File: config.mk
export PLATFORM = sky130hd
export DESIGN_NAME = mp_add_sequencer
export DESIGN_NICKNAME = d
export VERILOG_FILES = /design/src/rtl/mp_add_sequencer.sv
export SDC_FILE = /design/constraint.sdc
export NUM_CORES = 2
export LEC_CHECK = 0
export BUFFER_PORTS_ARGS = -buffer_cell sky130_fd_sc_hd__clkbuf_2
export CAP_MARGIN = 20
export CELL_PAD_IN_SITES_DETAIL_PLACEMENT = 1
export CELL_PAD_IN_SITES_GLOBAL_PLACEMENT = 1
export CORE_AREA = 4 4 378 380
export CTS_BUF_LIST = sky130_fd_sc_hd__clkbuf_4
export DETAILED_ROUTE_END_ITERATION = 8
export DIE_AREA = 0 0 382 384
export GPL_ROUTABILITY_DRIVEN = 0
export PLACE_DENSITY_LB_ADDON = 0.08
export REMOVE_ABC_BUFFERS = 1
export SLEW_MARGIN = 20
export SYNTH_ARGS = -nofsm -noshare
export SYNTH_HDL_FRONTEND = slang
export SYNTH_SLANG_ARGS = --single-unit
export TNS_END_PERCENT = 20
File: constraint.sdc
create_clock -name clk -period 2.5 [get_ports clk]
set_input_delay 0.125 -clock clk [delete_from_list [all_inputs] [get_ports clk]]
set_output_delay 0.125 -clock clk [all_outputs]
set_load 0.05 [all_outputs]
File: src/rtl/mp_add_sequencer.sv
// Multi-precision add front-end: walks WORDS chunks of W bits through an external
// registered adder stage, least significant first, chaining the carry between chunks.
module mp_add_sequencer #(
  parameter int W         = 64,
  parameter int WORDS     = 4,
  parameter int ADDER_LAT = 1
) (
  input  logic               clk,
  input  logic               rst,
  input  logic               start,
  input  logic [WORDS*W-1:0] a,
  input  logic [WORDS*W-1:0] b,
  input  logic               cin,
  output logic               busy,
  output logic               done,
  output logic [WORDS*W-1:0] sum,
  output logic               cout,
  output logic [W-1:0]       add_a,
  output logic [W-1:0]       add_b,
  output logic               add_cin,
  input  logic [W-1:0]       add_sum,
  input  logic               add_cout
);

  localparam int N    = WORDS * W;
  localparam int IDXW = (WORDS > 1) ? $clog2(WORDS) : 1;
  localparam int CNTW = $clog2(ADDER_LAT + 1);

  typedef enum logic [1:0] {IDLE, ISSUE, WAIT, DONE} state_t;

  // Handshake: start is a level sampled only in IDLE; busy is high from the cycle
  // after acceptance through the DONE cycle; done pulses for exactly one cycle.
  state_t            state, state_n;
  logic [N-1:0]      a_lat, a_lat_n, b_lat, b_lat_n;
  logic [IDXW-1:0]   idx, idx_n, idx_inc;
  logic [CNTW-1:0]   cnt, cnt_n;
  logic              carry, carry_n;
  logic [N-1:0]      sum_r, sum_n;
  logic              cout_r, cout_n;
  logic [W-1:0]      add_a_r, add_a_n, add_b_r, add_b_n;
  logic              add_cin_r, add_cin_n;

  always_ff @(posedge clk) begin
    if (rst) begin
      state     <= IDLE;
      a_lat     <= '0;
      b_lat     <= '0;
      idx       <= '0;
      cnt       <= '0;
      carry     <= 1'b0;
      sum_r     <= '0;
      cout_r    <= 1'b0;
      add_a_r   <= '0;
      add_b_r   <= '0;
      add_cin_r <= 1'b0;
    end else begin
      state     <= state_n;
      a_lat     <= a_lat_n;
      b_lat     <= b_lat_n;
      idx       <= idx_n;
      cnt       <= cnt_n;
      carry     <= carry_n;
      sum_r     <= sum_n;
      cout_r    <= cout_n;
      add_a_r   <= add_a_n;
      add_b_r   <= add_b_n;
      add_cin_r <= add_cin_n;
    end
  end

  // Adder operands are loaded on the edge that enters ISSUE so they are already
  // valid while ISSUE is current; a chunk then costs exactly 1+ADDER_LAT cycles.
  always_comb begin
    state_n   = state;
    a_lat_n   = a_lat;
    b_lat_n   = b_lat;
    idx_n     = idx;
    cnt_n     = cnt;
    carry_n   = carry;
    sum_n     = sum_r;
    cout_n    = cout_r;
    add_a_n   = add_a_r;
    add_b_n   = add_b_r;
    add_cin_n = add_cin_r;
    idx_inc   = idx + 1'b1;
    case (state)
      IDLE: begin
        if (start) begin
          a_lat_n   = a;
          b_lat_n   = b;
          idx_n     = '0;
          carry_n   = cin;
          sum_n     = '0;
          cout_n    = 1'b0;
          add_a_n   = a[W-1:0];
          add_b_n   = b[W-1:0];
          add_cin_n = cin;
          state_n   = ISSUE;
        end
      end
      ISSUE: begin
        cnt_n   = CNTW'(ADDER_LAT);
        state_n = WAIT;
      end
      WAIT: begin
        if (cnt == CNTW'(1)) begin
          sum_n[int'(idx)*W +: W] = add_sum;
          carry_n = add_cout;
          if (idx == IDXW'(WORDS - 1)) begin
            cout_n  = add_cout;
            state_n = DONE;
          end else begin
            idx_n     = idx_inc;
            add_a_n   = a_lat[int'(idx_inc)*W +: W];
            add_b_n   = b_lat[int'(idx_inc)*W +: W];
            add_cin_n = add_cout;
            state_n   = ISSUE;
          end
        end else begin
          cnt_n = cnt - 1'b1;
        end
      end
      DONE: begin
        add_a_n   = '0;
        add_b_n   = '0;
        add_cin_n = 1'b0;
        state_n   = IDLE;
      end
      default: state_n = IDLE;
    endcase
  end

  assign busy    = (state != IDLE);
  assign done    = (state == DONE);
  assign sum     = sum_r;
  assign cout    = cout_r;
  assign add_a   = add_a_r;
  assign add_b   = add_b_r;
  assign add_cin = add_cin_r;

endmodule
==> impl_metrics.toml <==
[flow_run]
maxCapViolCount = 0

[worst_setup_path]
critPathArrivalTime_ns = 3.46
worstSetupPathType = "flop to flop"
crit_path_end_kind = "flop"
critPathSlowestCell = "a2111oi_0"
cp_max_fo = 68
max_stage_delay_ns = 0.54
rr_worst_depth = 6
startpoint_type = "flop"
crit_chain = "ha_1 > nand2b_2 > a211o_4 > buf_12 > a2111oi_0 > nor3_1"
required_ns = 3.53

[place]
io_buffers = 968
post-place-ws_ns = 0.03918
dp_hpwl_um = 122400

[synth]
synth.top_cells.by_area = "dfxtp_1 (49%), nand2_1 (12%), a21oi_1 (9.7%)"
synthTopCellsByCount = "nand2_1 (1160), dfxtp_1 (903), a21oi_1 (712)"
yosysUniqueCellTypes = 33
ys_seq_elements = 903
async_flop_share_pct = 0
synth_top_area_share_pct = 49.35
synth_top_cell_by_area = "dfxtp_1"
synth_enable_flop_cells = 0
seq_area_frac_synth_pct = 49.35
synth_cells = 4564
syn_area_per_cell_um2 = 8.025
yosysWarnings = 0
yosysMostFrequentCell = "nand2_1"
ys.flop_type = "dfxtp_1"
synthesis.area_um2 = 36630

[sta]
period_needed_ns = 2.426
slew_headroom_pct = 34.96
rsz0062_at_grt = "yes"
layout_setup_ws_ns = 0.07352
final-hold-violation-count = 0
post-route-period-util_pct = 97.06
tightest_slew_ns = 0.9756
setup-violations-final = 0
tns_ns = 0
fmax_ghz = 0.4121
drv_slew = 0
fin_skew_ns = 0.09487

[global_routing]
grt-ovfl-total = 0
grt_pass1_wl_um = 295000
grt_start_max_net_pins = 135
antenna_found_initial = 37
grt_use_total_pct = 25.89
grt_pass1_vias = 47640

[floorplanning]
num_rows = 137
core-area_um2 = 139200
die_w_um = 382
io_pins = 969
fp.dieH_um = 384
start_util_pct = 26.32
die-area_um2 = 146700

[finish]
drive_above_1_share_pct = 22.32
layout.nets = 7655
fillers = 16670
synthToLayoutAreaGrowth_pct = 71.80

[cts]
cts_max_level = 5
cts_root_buffer = "clkbuf_4"
clock_latency_ns = 1.21
cts_tree = "done"
cts_num_sinks = 903
numCtsBuffers = 296
clk_pin_slew_ns = 0.06
cts.path.max_buffers = 4

[detailed_routing]
wire_per_inst_um = 21.98
route.detailed.drc = 0
drt_pass1_iterations = 5
postRouteAntennaNets = 0
vias = 43890
wirelength_um = 200900
drt_iter0_markers = 1997
routed_via_density = 4.801

[hold_path]
hold_path.class = "primary input to flop"
hold_depth = 5

[power]
p_leak_nw = 24.55
irDropWorstVdd_uv = 447.2
power.density_nw_per_um2 = 770.2

[status]
status = "complete, no violations"
-- cell type report --
cell class                      instances  area [um^2]  share of cell area (%)
Tap cell                             1876         2347                   3.730
Timing Repair Buffer                 2596        21920                   34.83
Clock buffer                          410         3078                   4.891
Sequential cell                       903        18080                   28.73
Antenna cell                           42        105.1                  0.1670
Inverter                                7        26.28                 0.04176
Multi-Input combinational cell       3259        17110                   27.19
Clock inverter                         48        260.3                  0.4136
-- worst paths after layout --
check | slack [ns] | to | from
worst min register to register | 0.45 | sum[108] | sum[108]
worst max-delay path | 0.07 | add_a[50] | idx[0]
worst max register to register | 0.07 | add_a[50] | idx[0]
worst min-delay path | 0.32 | a_lat[105] | a[105]
-- critical path: cells and delay by family, from the launching register on --
| family | cells | cell delay, ns |
|---|---|---|
| buffers and inverters | 1 | 0.33 |
| adders and majority gates | 1 | 0.23 |
| AOI/OAI and AO/OA | 2 | 1.06 |
| and+or+nand+nor | 2 | 0.35 |
| DFF | 1 | 0.33 |
-- layout by cell type, fill, tap and decap left out, drive strengths merged, types with 3 or more instances in the layout --
| master | n |
|---|---|
| dlygate4sd3 | 1440 |
| clkbuf | 1385 |
| nand2 | 1160 |
| dfxtp | 903 |
| a21oi | 713 |
| nor2 | 455 |
| mux2i | 321 |
| buf | 181 |
| nor3 | 131 |
| nand3 | 129 |
| a2111oi | 128 |
| nand2b | 66 |
| and2 | 66 |
| nand4 | 65 |
| diode | 42 |
| clkinv | 41 |
| ha | 11 |
| inv | 11 |
| bufinv | 3 |
| a21o | 3 |
-- report_power, final --
part	switching, mW	total, mW	internal (mW)
clock	6.90	14.6	7.74
sequential	1.24	17.3	16.1
combinational	10.2	16.5	6.27
total	18.4	48.5	30.1
-- per-layer routing --
metal | up-vias | wire, um | global-route usage (%)
met1 | 21430 | 83000 | 30.33
met2 | 1388 | 97290 | 44.30
met3 | 538 | 9611 | 5.302
met5 | - | 13 | 0
li1 | 20530 | - | -
met4 | 2 | 11030 | 14.13
-- flip-flops by register name, indices dropped and copies added (netlist names) --
register,cells
a_lat,256
b_lat,256
sum,256
add_a,64
add_b,64
idx,2
state,2
add_cin,1
cnt,1
cout,1
-- metrics by stage --
step / area (um^2) / instances / power [mW] / hold slack (ns) / utilization (%)
2_1_floorplan: 35020 / 4168 / 23.94 / 0.1941 / -
6_report: 62930 / 9141 / 48.46 / 0.3191 / 45.21
3_5_place_dp: 44580 / 7179 / 31.05 / 0.3558 / 32.03
4_1_cts: 62360 / 9078 / 48.21 / 0.04323 / 44.80
5_1_grt: 62890 / 9128 / 51.16 / 0.1773 / 45.19
3_3_place_gp: 44580 / 7179 / 30.94 / 0.3516 / 32.03
-- cell families (layout without fill, tap and decap cells) --
group | after synthesis | after routing | synth area share, %
AOI/OAI and AO/OA | 850 | 850 | 13.43
adders and majority gates | 11 | 11 | 0.3758
buffers and inverters | 403 | 3061 | 4.458
DFF | 903 | 903 | 49.35
muxes | 321 | 321 | 8.772
other | 0 | 42 | 0
and+or+nand+nor | 2076 | 2077 | 23.61
-- what timing repair did --
action | CTS | global route
gates cloned | 0 | 11
buffers inserted | 0 | 10
pin swaps | 0 | 1
resized for setup | 3 | 35
hold buffers | 1441 | 0
endpoints found under the setup margin | 1 | 249
hold endpoints to repair | 903 | 0
No activity file was read; power rests on OpenSTA's default activity.
